===== src/rtl/usrt_tx_pkg.sv =====
// Shared definitions for the USRT transmit path: FSM encoding and frame constants.
package usrt_tx_pkg;

    typedef enum logic [2:0] {
        StIdle  = 3'd0,
        StStart = 3'd1,
        StData  = 3'd2,
        StStop  = 3'd3,
        StGap   = 3'd4
    } tx_state_e;

    localparam int unsigned FRAME_BITS = 10;
    localparam int unsigned DATA_BITS  = FRAME_BITS - 2;
    // Line level for both tx and usrt_clk when no frame is on the wire; usrt_rec relies on it.
    localparam logic IDLE_LEVEL = 1'b1;

endpackage


===== src/rtl/usrt_tx_fifo.sv =====
// Byte FIFO with first-word fall-through read; pushes into a full FIFO are dropped.
module usrt_tx_fifo #(
    parameter int unsigned DEPTH = 4
) (
    input  logic                     clk,
    input  logic                     rst,
    input  logic                     wr,
    input  logic [7:0]               din,
    input  logic                     rd,
    output logic [7:0]               dout,
    output logic [$clog2(DEPTH):0]   count,
    output logic                     full,
    output logic                     empty
);
    localparam int unsigned AW = $clog2(DEPTH);

    logic [7:0]    mem [DEPTH];
    logic [AW-1:0] wr_ptr;
    logic [AW-1:0] rd_ptr;
    logic          do_wr;
    logic          do_rd;

    // Full is judged on the current count only, so a same-cycle pop never admits a push.
    assign full  = (count == (AW + 1)'(DEPTH));
    assign empty = (count == '0);
    assign do_wr = wr && !full;
    assign do_rd = rd && !empty;
    assign dout  = mem[rd_ptr];

    always_ff @(posedge clk or posedge rst) begin
        if (rst) begin
            wr_ptr <= '0;
            rd_ptr <= '0;
            count  <= '0;
        end else begin
            if (do_wr) wr_ptr <= wr_ptr + 1'b1;
            if (do_rd) rd_ptr <= rd_ptr + 1'b1;
            if (do_wr && !do_rd) begin
                count <= count + 1'b1;
            end else if (!do_wr && do_rd) begin
                count <= count - 1'b1;
            end
        end
    end

    always_ff @(posedge clk) begin
        if (do_wr) mem[wr_ptr] <= din;
    end

endmodule


===== src/rtl/usrt_tx.sv =====
// USRT transmitter: queues bytes and sends start/8 data LSB first/stop frames with its own
// serial clock, followed by a one-bit idle gap.
module usrt_tx #(
    parameter int unsigned DIV   = 8,
    parameter int unsigned DEPTH = 4
) (
    input  logic       clk,
    input  logic       rst,
    input  logic [7:0] data,
    input  logic       strt,
    output logic       tx,
    output logic       usrt_clk,
    output logic       rdy,
    output logic       busy,
    output logic       full,
    output logic       ovf
);
    import usrt_tx_pkg::*;

    localparam int unsigned AW = $clog2(DEPTH);
    localparam int unsigned DW = (DIV > 1) ? $clog2(DIV) : 1;
    localparam logic [DW-1:0] DIV_LAST = DW'(DIV - 1);
    localparam logic [DW-1:0] DIV_PRE  = (DIV > 1) ? DW'(DIV - 2) : '0;

    tx_state_e     state;
    logic [DW-1:0] div;
    logic          phase;
    logic [2:0]    bit_cnt;
    logic [7:0]    shift;

    logic          fifo_rd;
    logic [7:0]    fifo_dout;
    logic [AW:0]   fifo_count;
    logic          fifo_empty;
    logic          fifo_full;
    logic          wrap;
    logic          bit_end;
    logic          rdy_pre;

    usrt_tx_fifo #(
        .DEPTH (DEPTH)
    ) u_fifo (
        .clk   (clk),
        .rst   (rst),
        .wr    (strt),
        .din   (data),
        .rd    (fifo_rd),
        .dout  (fifo_dout),
        .count (fifo_count),
        .full  (fifo_full),
        .empty (fifo_empty)
    );

    assign fifo_rd = (state == StIdle) && !fifo_empty;
    assign wrap    = (div == DIV_LAST);
    assign bit_end = wrap && phase;
    // True one cycle before the final cycle of a bit period, so registered rdy lands on it.
    assign rdy_pre = (DIV == 1) ? !phase : (phase && div == DIV_PRE);
    assign busy    = (state != StIdle) || (fifo_count != '0);
    assign full    = fifo_full;

    always_ff @(posedge clk or posedge rst) begin
        if (rst) begin
            state    <= StIdle;
            div      <= '0;
            phase    <= 1'b0;
            bit_cnt  <= '0;
            shift    <= '0;
            tx       <= IDLE_LEVEL;
            usrt_clk <= IDLE_LEVEL;
            rdy      <= 1'b0;
            ovf      <= 1'b0;
        end else begin
            ovf <= strt && fifo_full;
            rdy <= (state == StStop) && rdy_pre;

            if (state != StIdle) begin
                div <= wrap ? '0 : div + 1'b1;
                if (wrap) phase <= !phase;
            end
            // Mid-bit wrap raises the clock; the bit-end wrap drops it except after the stop bit.
            if (wrap && (state inside {StStart, StData, StStop})) begin
                usrt_clk <= !phase || (state == StStop);
            end

            unique case (state)
                StIdle: begin
                    if (!fifo_empty) begin
                        shift    <= fifo_dout;
                        state    <= StStart;
                        tx       <= 1'b0;
                        usrt_clk <= 1'b0;
                        div      <= '0;
                        phase    <= 1'b0;
                    end
                end
                StStart: begin
                    if (bit_end) begin
                        state   <= StData;
                        tx      <= shift[0];
                        shift   <= shift >> 1;
                        bit_cnt <= '0;
                    end
                end
                StData: begin
                    if (bit_end) begin
                        if (bit_cnt == 3'(DATA_BITS - 1)) begin
                            state <= StStop;
                            tx    <= IDLE_LEVEL;
                        end else begin
                            tx      <= shift[0];
                            shift   <= shift >> 1;
                            bit_cnt <= bit_cnt + 1'b1;
                        end
                    end
                end
                StStop: begin
                    if (bit_end) state <= StGap;
                end
                StGap: begin
                    if (bit_end) state <= StIdle;
                end
                default: state <= StIdle;
            endcase
        end
    end

endmodule


===== config.mk =====
export PLATFORM = sky130hd
export DESIGN_NAME = usrt_tx
export DESIGN_NICKNAME = d
export VERILOG_FILES = /design/src/rtl/usrt_tx_pkg.sv /design/src/rtl/usrt_tx_fifo.sv /design/src/rtl/usrt_tx.sv
export SDC_FILE = /design/constraint.sdc
export NUM_CORES = 1
export LEC_CHECK = 0
export CAP_MARGIN = 40
export CORE_MARGIN = 4
export CORE_UTILIZATION = 55
export CTS_CLUSTER_DIAMETER = 100
export DETAILED_ROUTE_END_ITERATION = 12
export GPL_TIMING_DRIVEN = 0
export MAX_ROUTING_LAYER = met4
export PLACE_DENSITY = 0.75
export SLEW_MARGIN = 20
export SYNTH_ARGS = -nofsm -noshare
export SYNTH_HDL_FRONTEND = slang
export SYNTH_HIERARCHICAL = 1
export SYNTH_SLANG_ARGS = --single-unit

===== constraint.sdc =====
create_clock -name clk -period 3.5 [get_ports clk]
set_clock_uncertainty 0.15 [all_clocks]
set_input_delay 0.35 -clock clk [delete_from_list [all_inputs] [get_ports clk]]
set_output_delay 0.35 -clock clk [all_outputs]
set_load 0.05 [all_outputs]

After elaboration in Yosys (flattened, before gate mapping)
Memories as Yosys holds them, arrays and structs flattened.
Index checks and enable logic that the tools add are counted.
{"block": "word_totals", "ff_bits": 29, "output_inout_bits": 6, "input_bits": 11, "n_memories": 1, "word_cells": 98, "mem_bits_rw": 32}
{"memory": "u_fifo.mem", "words": 4, "width": 8, "read_ports": 1, "rd_clocked_by_memory_dff": 0, "wr": 1, "line": "usrt_tx_fifo.sv:17", "source": "logic [7:0] mem [DEPTH];"}
{"block": "op_classes", "addsub": 6, "n_reduce_logical": 29, "mux": 35, "n_eq_ne": 15}
{"op": "$mux 3", "count": 14}
{"op": "$mux 8", "count": 4}
{"op": "$pmux 8 s3", "count": 1}
{"op": "$eq 3x3->1 const B", "count": 5}
{"op": "$pmux 3 s5", "count": 1}
{"op": "$mux 1", "count": 13}
{"op": "$ne 2x2->1 const B", "count": 6}
{"op": "$reduce_bool 3->1", "count": 4}
{"op": "$logic_and 1x1->1", "count": 10}
{"op": "$add 3x1->3 const B", "count": 3}
{"op": "$reduce_and 4->1", "count": 2}
{"op": "$eq 3x2->1 const B", "count": 2}
{"op": "$logic_not 3->1", "count": 2}
{"op": "$pmux 3 s2", "count": 1}
{"op": "$reduce_and 6->1", "count": 1}
{"op": "$logic_not 1->1", "count": 5}
{"op": "$reduce_and 5->1", "count": 1}
{"op": "$add 2x1->2 const B", "count": 2}
{"op": "$reduce_bool 2->1", "count": 2}
{"op": "$eq 3x1->1 const B", "count": 1}
{"op": "$pmux 1 s3", "count": 1}
{"op": "$sub 3x1->3 const B", "count": 1}
{"op": "$logic_or 1x1->1", "count": 2}
{"op": "$ne 2x1->1 const B", "count": 1}

Logic depth before layout (Yosys ltp)
Gate-level depths: netlist of run 1.
{"block": "depth", "word_depth": 7, "ltp_mapped": 11, "ltp_nobuf": 9}

Hierarchy
Netlist of run 1, hierarchy kept.
{"module": "usrt_tx_fifo", "instances": 1, "cells_each": 78, "area_per_inst_um2": 1592.8, "seq_area_each_um2": 1136.1}
{"module": "usrt_tx", "instances": 1, "cells_each": 115, "area_per_inst_um2": 1167.4, "seq_area_each_um2": 553.0}

Worst setup path after synthesis of run 1
No wires, ideal clock.
{"block": "synth_path", "kind": "register to register", "from": "register u_fifo.count[0]", "to": "register u_fifo.count[1]", "setup_ns": 0.125, "arrival_ns": 2.158, "synth_period_minus_slack_ns": 2.432, "path_buffers": 1, "required_time_ns": 3.225, "stages_incl_launch_ff": 8, "path_slack_ns": 1.068, "path_cell_list": "dfrtp_1 nor3b_4 nor2b_2 buf_6 ha_1 inv_1 fa_1 mux2_2"}
{"block": "synth_between", "elab_cells_between_ends": 16, "classes_between": "add/sub: 2; eq/ne: 1; mux: 2; reduce/logical: 11"}
{"item": "from (decl)", "line": "usrt_tx_fifo.sv:11", "source": "output logic [$clog2(DEPTH):0] count,"}
{"item": "from (signal assigned)", "line": "usrt_tx_fifo.sv:39", "source": "count <= count + 1'b1;"}
{"item": "from (signal assigned)", "line": "usrt_tx_fifo.sv:41", "source": "count <= count - 1'b1;"}
{"item": "$eq 3x3->1 *", "line": "usrt_tx_fifo.sv:24", "source": "assign full = (count == (AW + 1)'(DEPTH));"}
{"item": "net full", "line": "usrt_tx.sv:15", "source": "output logic full,"}
{"item": "$logic_not 1->1 *", "line": "usrt_tx_fifo.sv:26", "source": "assign do_wr = wr && !full;"}
{"item": "$logic_and 1x1->1 *", "line": "usrt_tx_fifo.sv:26"}
{"item": "net u_fifo.do_wr", "line": "usrt_tx_fifo.sv:20", "source": "logic do_wr;"}
{"item": "$logic_not 1->1", "line": "usrt_tx_fifo.sv:40", "source": "end else if (!do_wr && do_rd) begin"}
{"item": "$logic_and 1x1->1", "line": "usrt_tx_fifo.sv:40"}
{"item": "$reduce_bool 2->1 (no line)"}
The timed path passes the listed nets; every way through them passes the cells marked *. The select of a mux whose other input is x is not followed.
A chain may end at the register's enable or synchronous reset.

Final worst setup path of run 1
{"block": "layout_path", "from": "register state[1]", "to": "output busy"}
{"block": "layout_between", "elab_chain_len": 2}
{"item": "from (decl)", "line": "usrt_tx.sv:25", "source": "tx_state_e state;"}
{"item": "from (signal assigned)", "line": "usrt_tx.sv:64", "source": "state <= StIdle;"}
{"item": "from (signal assigned)", "line": "usrt_tx.sv:90", "source": "state <= StStart;"}
{"item": "from (signal assigned)", "line": "usrt_tx.sv:99", "source": "state <= StData;"}
{"item": "$reduce_bool 3->1", "line": "usrt_tx.sv:59", "source": "assign busy = (state != StIdle) || (fifo_count != '0);"}
{"item": "$logic_or 1x1->1", "line": "usrt_tx.sv:59"}
{"item": "to (decl)", "line": "usrt_tx.sv:14", "source": "output logic busy,"}
No other way between the ends.

==> flow_summary.ini, run 1 <==
[yosys]
yosysSeqAreaShare = 0.612
synthCells = 193
ys_top_cells_by_count = 32 x edfxtp_1, 27 x dfrtp_1, 12 x nor2_1
synth_xor_area_frac = 0.0222
synth.avg_cell_area_um2 = 14.3
syn-num-nets = 216
synth_warnings = 6
synth_top_family_by_area = multiplexers
synthArstFlopShare = 0.475
synth_edf_count = 32
synth_fa_ha_area_frac = 0.0571
synthDominantCellAreaShare = 0.348
synthSimpleGateAreaFrac = 0.100
ys_dominant_reg_cell = edfxtp_1
yosysMostFrequentCell = edfxtp_1
muxShareOfSynthArea = 0.112
yosys_register_bits = 61
synth_cell_types = 42
synth-compound-area-share = 0.0630
mappedNetlistArea_um2 = 2760
yosys.area.top_type = edfxtp_1
synth.area.top_cells = edfxtp_1 35%, dfrtp_1 24%, mux4_2 6.5%

[setup_path]
rr_startpoint = state[1]
worstPathRequired_ns = 3.00
cp.arrival_ns = 2.55
crit_path_end_kind = output port
path_cells = buf_6 -> or3_1 -> buf_2 -> or4_1 -> clkdlybuf4s50_1
ff2ff_setup_slack_ns = 0.85
slowest_delay_ns = 0.72
timing.rr.end = u_fifo/count[1]
critPathKind = register to output port
critPathTopFamily = buffers and inverters
cp_num_buf_inv = 3
worstRegToRegCells = 9
setup.worst_path.start_class = register
cpMaxStageDelayCell = clkdlybuf4s50_1
crit_fanout = 10

[die]
dieArea_um2 = 6220
ioPinCount = 17
fp.coreArea_um2 = 4790
die_h_um = 78.8
start_util = 0.577
rows = 25
die_x_um = 78.8

[hold_path]
hp-class = primary input to asynchronous set/reset pin

[global_routing]
grt_pass1_wl_mm = 7.67
antenna_found_initial = 0
gr-total-overflow = 0
grt_pass1_vias = 1648
grt_max_degree = 23
gr-usage-all-layers = 0.171

[clocking]
clkTransAtPathRegs_ns = 0.07
postCtsHoldBufs = 0
cts_setup_buffers = 0
h-tree-depth = 3
cts-buffers-inserted = 9
clock-sinks = 61
cts_tree = yes
clk_latency_ns = 0.33
cts_resized = 0
clock_path_buffers = 2
clockRootBuffer = clkbuf_8

[finish]
fin_nets = 245
area_growth_pct = 19.0
n_antenna_cell = 0
stdcell_count = 294
fill_cells = 334
drive_above_1_share = 0.203

[routing]
dr.pass1.iters = 4
route.antenna.remaining_nets = 0
routed_wl_mm = 4.49
wire_per_inst_um = 15.3
via_count = 1553
drc_errors = 0
drtIter0Drc = 89
vias_per_cell = 5.28

[sta]
slew_violations = 0
setup_viol = 0
finalHoldViolCount = 0
tightest_slew_ns = 0.552
slew_headroom = 0.632
fin_crit_sh = 0.872
rsz0062_at_grt = false
fmax_mhz = 328
period_needed_ns = 3.05
finalSetupTns_ns = 0

[pwr]
report.power.total_mw = 2.98
p_per_area_nw_per_um2 = 908
vdd_drop_max_mv = 0.498
p_leak_nw = 1.30

[job]
maxCapViolCount = 0

[placement]
gp_congestion = 0.772
dp.cells = 276
port-buffer-count = 16
dp_hpwl_mm = 3.24

[run_status]
outcome = finished, final reports clean
## sequential cells by signal (all words and copies together), names as in the netlist
signal	cells
bit_cnt	3
div	3
ovf	1
phase	1
rdy	1
shift	8
state	3
tx	1
u_fifo/count	3
u_fifo/mem	32
u_fifo/rd_ptr	2
u_fifo/wr_ptr	2
usrt_clk	1
## worst max-delay path by stage
stage                     from         endpoint  slack, ns  depth (start not counted)
6_report              state[1]             busy       0.45                          5
5_1_grt               state[1]             busy       0.35                          5
4_1_cts               state[1]             busy       0.43                          5
3_5_place_dp   u_fifo/count[0]  u_fifo/count[2]       0.62                          9
3_3_place_gp   u_fifo/count[0]  u_fifo/count[2]       0.68                          9
2_1_floorplan  u_fifo/count[0]  u_fifo/count[1]       1.07                          7
## metal layers
layer  up-vias  track usage  routed length, µm  part of all wire
li1        752            -                  -                 -
met1       768        0.191               1850              0.41
met2        23        0.284               2400              0.54
met3        10       0.0385                127             0.028
met4         0        0.101                105             0.023
met5         -            -                  0                 0
## worst reg2reg max path: stages, from the launching register on
cell and delay, ns:
dfrtp_1 0.42, buf_6 0.15, or3_1 0.34, buf_2 0.17, nor2_1 0.18, nand2b_1 0.13, ha_1 0.22, inv_1 0.07
fa_1 0.41, mux2_2 0.29
## metrics by stage
stage | setup slack (ns) | hold WS [ns] | area [µm²] | utilization
5_1_grt | 0.350 | 0.0917 | 3290 | 0.687
4_1_cts | 0.430 | 0.116 | 3270 | 0.682
3_3_place_gp | 0.677 | 0.331 | 3000 | 0.628
2_1_floorplan | 1.07 | 0.00340 | 2760 | -
6_report | 0.448 | 0.0741 | 3290 | 0.687
3_5_place_dp | 0.624 | 0.341 | 3000 | 0.628
## cell type report
type | instances | area, µm² | area share
Timing Repair Buffer | 18 | 180 | 0.0548
Tap cell | 67 | 83.8 | 0.0255
Inverter | 11 | 41.3 | 0.0126
Sequential cell | 61 | 1690 | 0.514
Multi-Input combinational cell | 113 | 977 | 0.297
Buffer | 8 | 52.6 | 0.0160
Clock inverter | 7 | 138 | 0.0419
Clock buffer | 9 | 124 | 0.0377
## where the power goes
group	switching [mW]	internal (mW)	leakage [nW]
registers	0.129	0.993	0.639
logic	0.565	0.491	0.535
clock network	0.264	0.542	0.129
## cell usage in the layout, fill, tap and decap left out, types with 5 or more instances in the layout
cell type / instances
clkdlybuf4s50_1: 16
mux2i_1: 9
dfrtp_1: 27
mux4_2: 8
o21ai_0: 6
inv_1: 11
a21oi_1: 11
nand2_1: 9
clkbuf_8: 9
nor2_1: 12
nand3b_1: 5
ha_1: 11
edfxtp_1: 32
## logic make-up after synthesis
group | after synthesis
flip-flops | 61
AND/OR/NAND/NOR | 48
AO/OA/AOI/OAI | 26
multiplexers | 20
buffers and inverters | 19
adder cells (fa/ha/maj) | 12
XOR/XNOR | 7
No activity file was read; power rests on OpenSTA's default activity.
==> run 2: changes to the inputs <==
--- a/config.mk
+++ b/config.mk
@@ -13,6 +13,7 @@
 export GPL_TIMING_DRIVEN = 0
 export MAX_ROUTING_LAYER = met4
 export PLACE_DENSITY = 0.75
+export REMOVE_ABC_BUFFERS = 1
 export SLEW_MARGIN = 20
 export SYNTH_ARGS = -nofsm -noshare
 export SYNTH_HDL_FRONTEND = slang
==> flow_summary.ini, run 2 (same netlist as run 1, synthesis figures left out) <==
[finish]
largest_register_ffs = 32
fin_nets = 237
reg_top3 = u_fifo/mem: 32 flops, shift: 8 flops
layout_common_cells = 32 x edfxtp_1, 27 x dfrtp_1, 16 x clkdlybuf4s50_1, 12 x nor2_1
regMostFlops = u_fifo/mem
fill_cells = 349
design_area_um2 = 3200
drive_above_1_share = 0.170
area_growth_pct = 15.9
mostFrequentLayoutCell = edfxtp_1
n_antenna_cell = 0

[sta]
finalHoldViolCount = 0
rsz0062_at_grt = false
hold_slack_ns = 0.152
slew_violations = 0
fin_crit_sh = 0.875
fmax_mhz = 326
tightest_slew_ns = 0.587
finalSetupTns_ns = 0
slew_headroom = 0.605
period_needed_ns = 3.06
setup_viol = 0

[die]
rows = 25
fp.coreArea_um2 = 4790
ioPinCount = 17
dieArea_um2 = 6220
die_x_um = 78.8
start_util = 0.577
die_h_um = 78.8

[clocking]
cts-buffers-inserted = 9
clk_latency_ns = 0.31
cts_setup_buffers = 0
clock-sinks = 61
cts_resized = 0
h-tree-depth = 3
clock_path_buffers = 2
clkTransAtPathRegs_ns = 0.06
postCtsHoldBufs = 0
clockRootBuffer = clkbuf_8
cts_tree = yes

[run_status]
outcome = finished, final reports clean

[setup_path]
timing.rr.end = u_fifo/count[1]
critPathTopFamily = simple AND/OR/NAND/NOR gates
cpMaxStageDelayCell = clkdlybuf4s50_1
worstPathRequired_ns = 3.00
rr_startpoint = state[2]
crit_fanout = 13
cp.arrival_ns = 2.56
crit_path_end_kind = output port
cp_num_buf_inv = 1
slowest_delay_ns = 0.71
crit_start = state[2]
cp-endpoint = busy
path_cells = or3_1 -> or4_1 -> clkdlybuf4s50_1
ff2ff_setup_slack_ns = 0.72
setup.worst_path.start_class = register
worstRegToRegCells = 7
critPathKind = register to output port
crit_cells = 3

[routing]
route.antenna.remaining_nets = 0
dr.pass1.iters = 2
via_count = 1524
vias_per_cell = 5.35
drc_errors = 0
routed_wl_mm = 4.33
wire_per_inst_um = 15.2
drtIter0Drc = 64

[pwr]
report.power.total_mw = 2.84
vdd_drop_max_mv = 0.434
p_leak_nw = 1.26
p_per_area_nw_per_um2 = 887

[placement]
placedInstanceArea_um2 = 2950
dp_hpwl_mm = 3.13
gp_congestion = 0.808
port-buffer-count = 16

[job]
maxCapViolCount = 0

[global_routing]
gr-total-overflow = 0
grt_max_degree = 23
grt_pass1_vias = 1635
gr-usage-all-layers = 0.167
antenna_found_initial = 0
grt_pass1_wl_mm = 7.66

[hold_path]
hp-class = primary input to asynchronous set/reset pin
==> run 2: changes by cell type in the layout (fill, tap and decap cells not counted), moves of 2 or more <==
cell,change
buf_2,-4
buf_6,-2
clkinv_1,+2
clkbuf_1,-2
==> run 2: stage by stage <==
step                setup slack [ns]  utilization  std cells
floorplan                       1.06            -        185
finish                         0.437        0.668        285
global route                   0.302        0.668        285
detailed placement             0.579        0.617        268
global placement               0.687        0.617        268
CTS                            0.424        0.664        283
==> run 2: how the worst min path moves through the flow <==
stage	endpoint	slack, ns	cells past startpoint
after floorplan	u_fifo/count[0]	0.003	1
after global placement	tx	0.33	2
after detailed placement	tx	0.35	2
after CTS	u_fifo/count[2]	0.15	2
after global routing	u_fifo/count[1]	0.18	2
final	u_fifo/rd_ptr[1]	0.15	2
==> run 2: report_power, final <==
part           total, mW  switching, mW  internal, mW
registers           1.19          0.200         0.992
clock network      0.709          0.246         0.463
logic              0.936          0.480         0.456
total               2.84          0.926          1.91
==> run 2: per-layer routing <==
| layer | global-route usage | routed length, µm | vias to the layer above |
|---|---|---|---|
| li1 | - | - | 740 |
| met1 | 0.196 | 1880 | 761 |
| met2 | 0.284 | 2290 | 17 |
| met3 | 0.0363 | 120 | 6 |
| met4 | 0.0636 | 39 | 0 |
| met5 | - | 0 | - |
==> run 2: layout make-up <==
| class | instances | area, µm² | area share |
|---|---|---|---|
| timing repair buffer | 18 | 180 | 0.0563 |
| clock inverter | 6 | 103 | 0.0321 |
| sequential | 61 | 1690 | 0.528 |
| multi-input combinational | 113 | 977 | 0.306 |
| inverter | 11 | 41.3 | 0.0129 |
| tap | 67 | 83.8 | 0.0262 |
| clock buffer | 9 | 124 | 0.0387 |
==> run 2: worst reg2reg max path: cells and delay by family (launching register included) <==
kind | cells | cell delay (ns)
simple gates | 3 | 0.95
fa+ha+maj | 2 | 0.65
flops | 1 | 0.55
buf+inv | 1 | 0.07
mux | 1 | 0.28
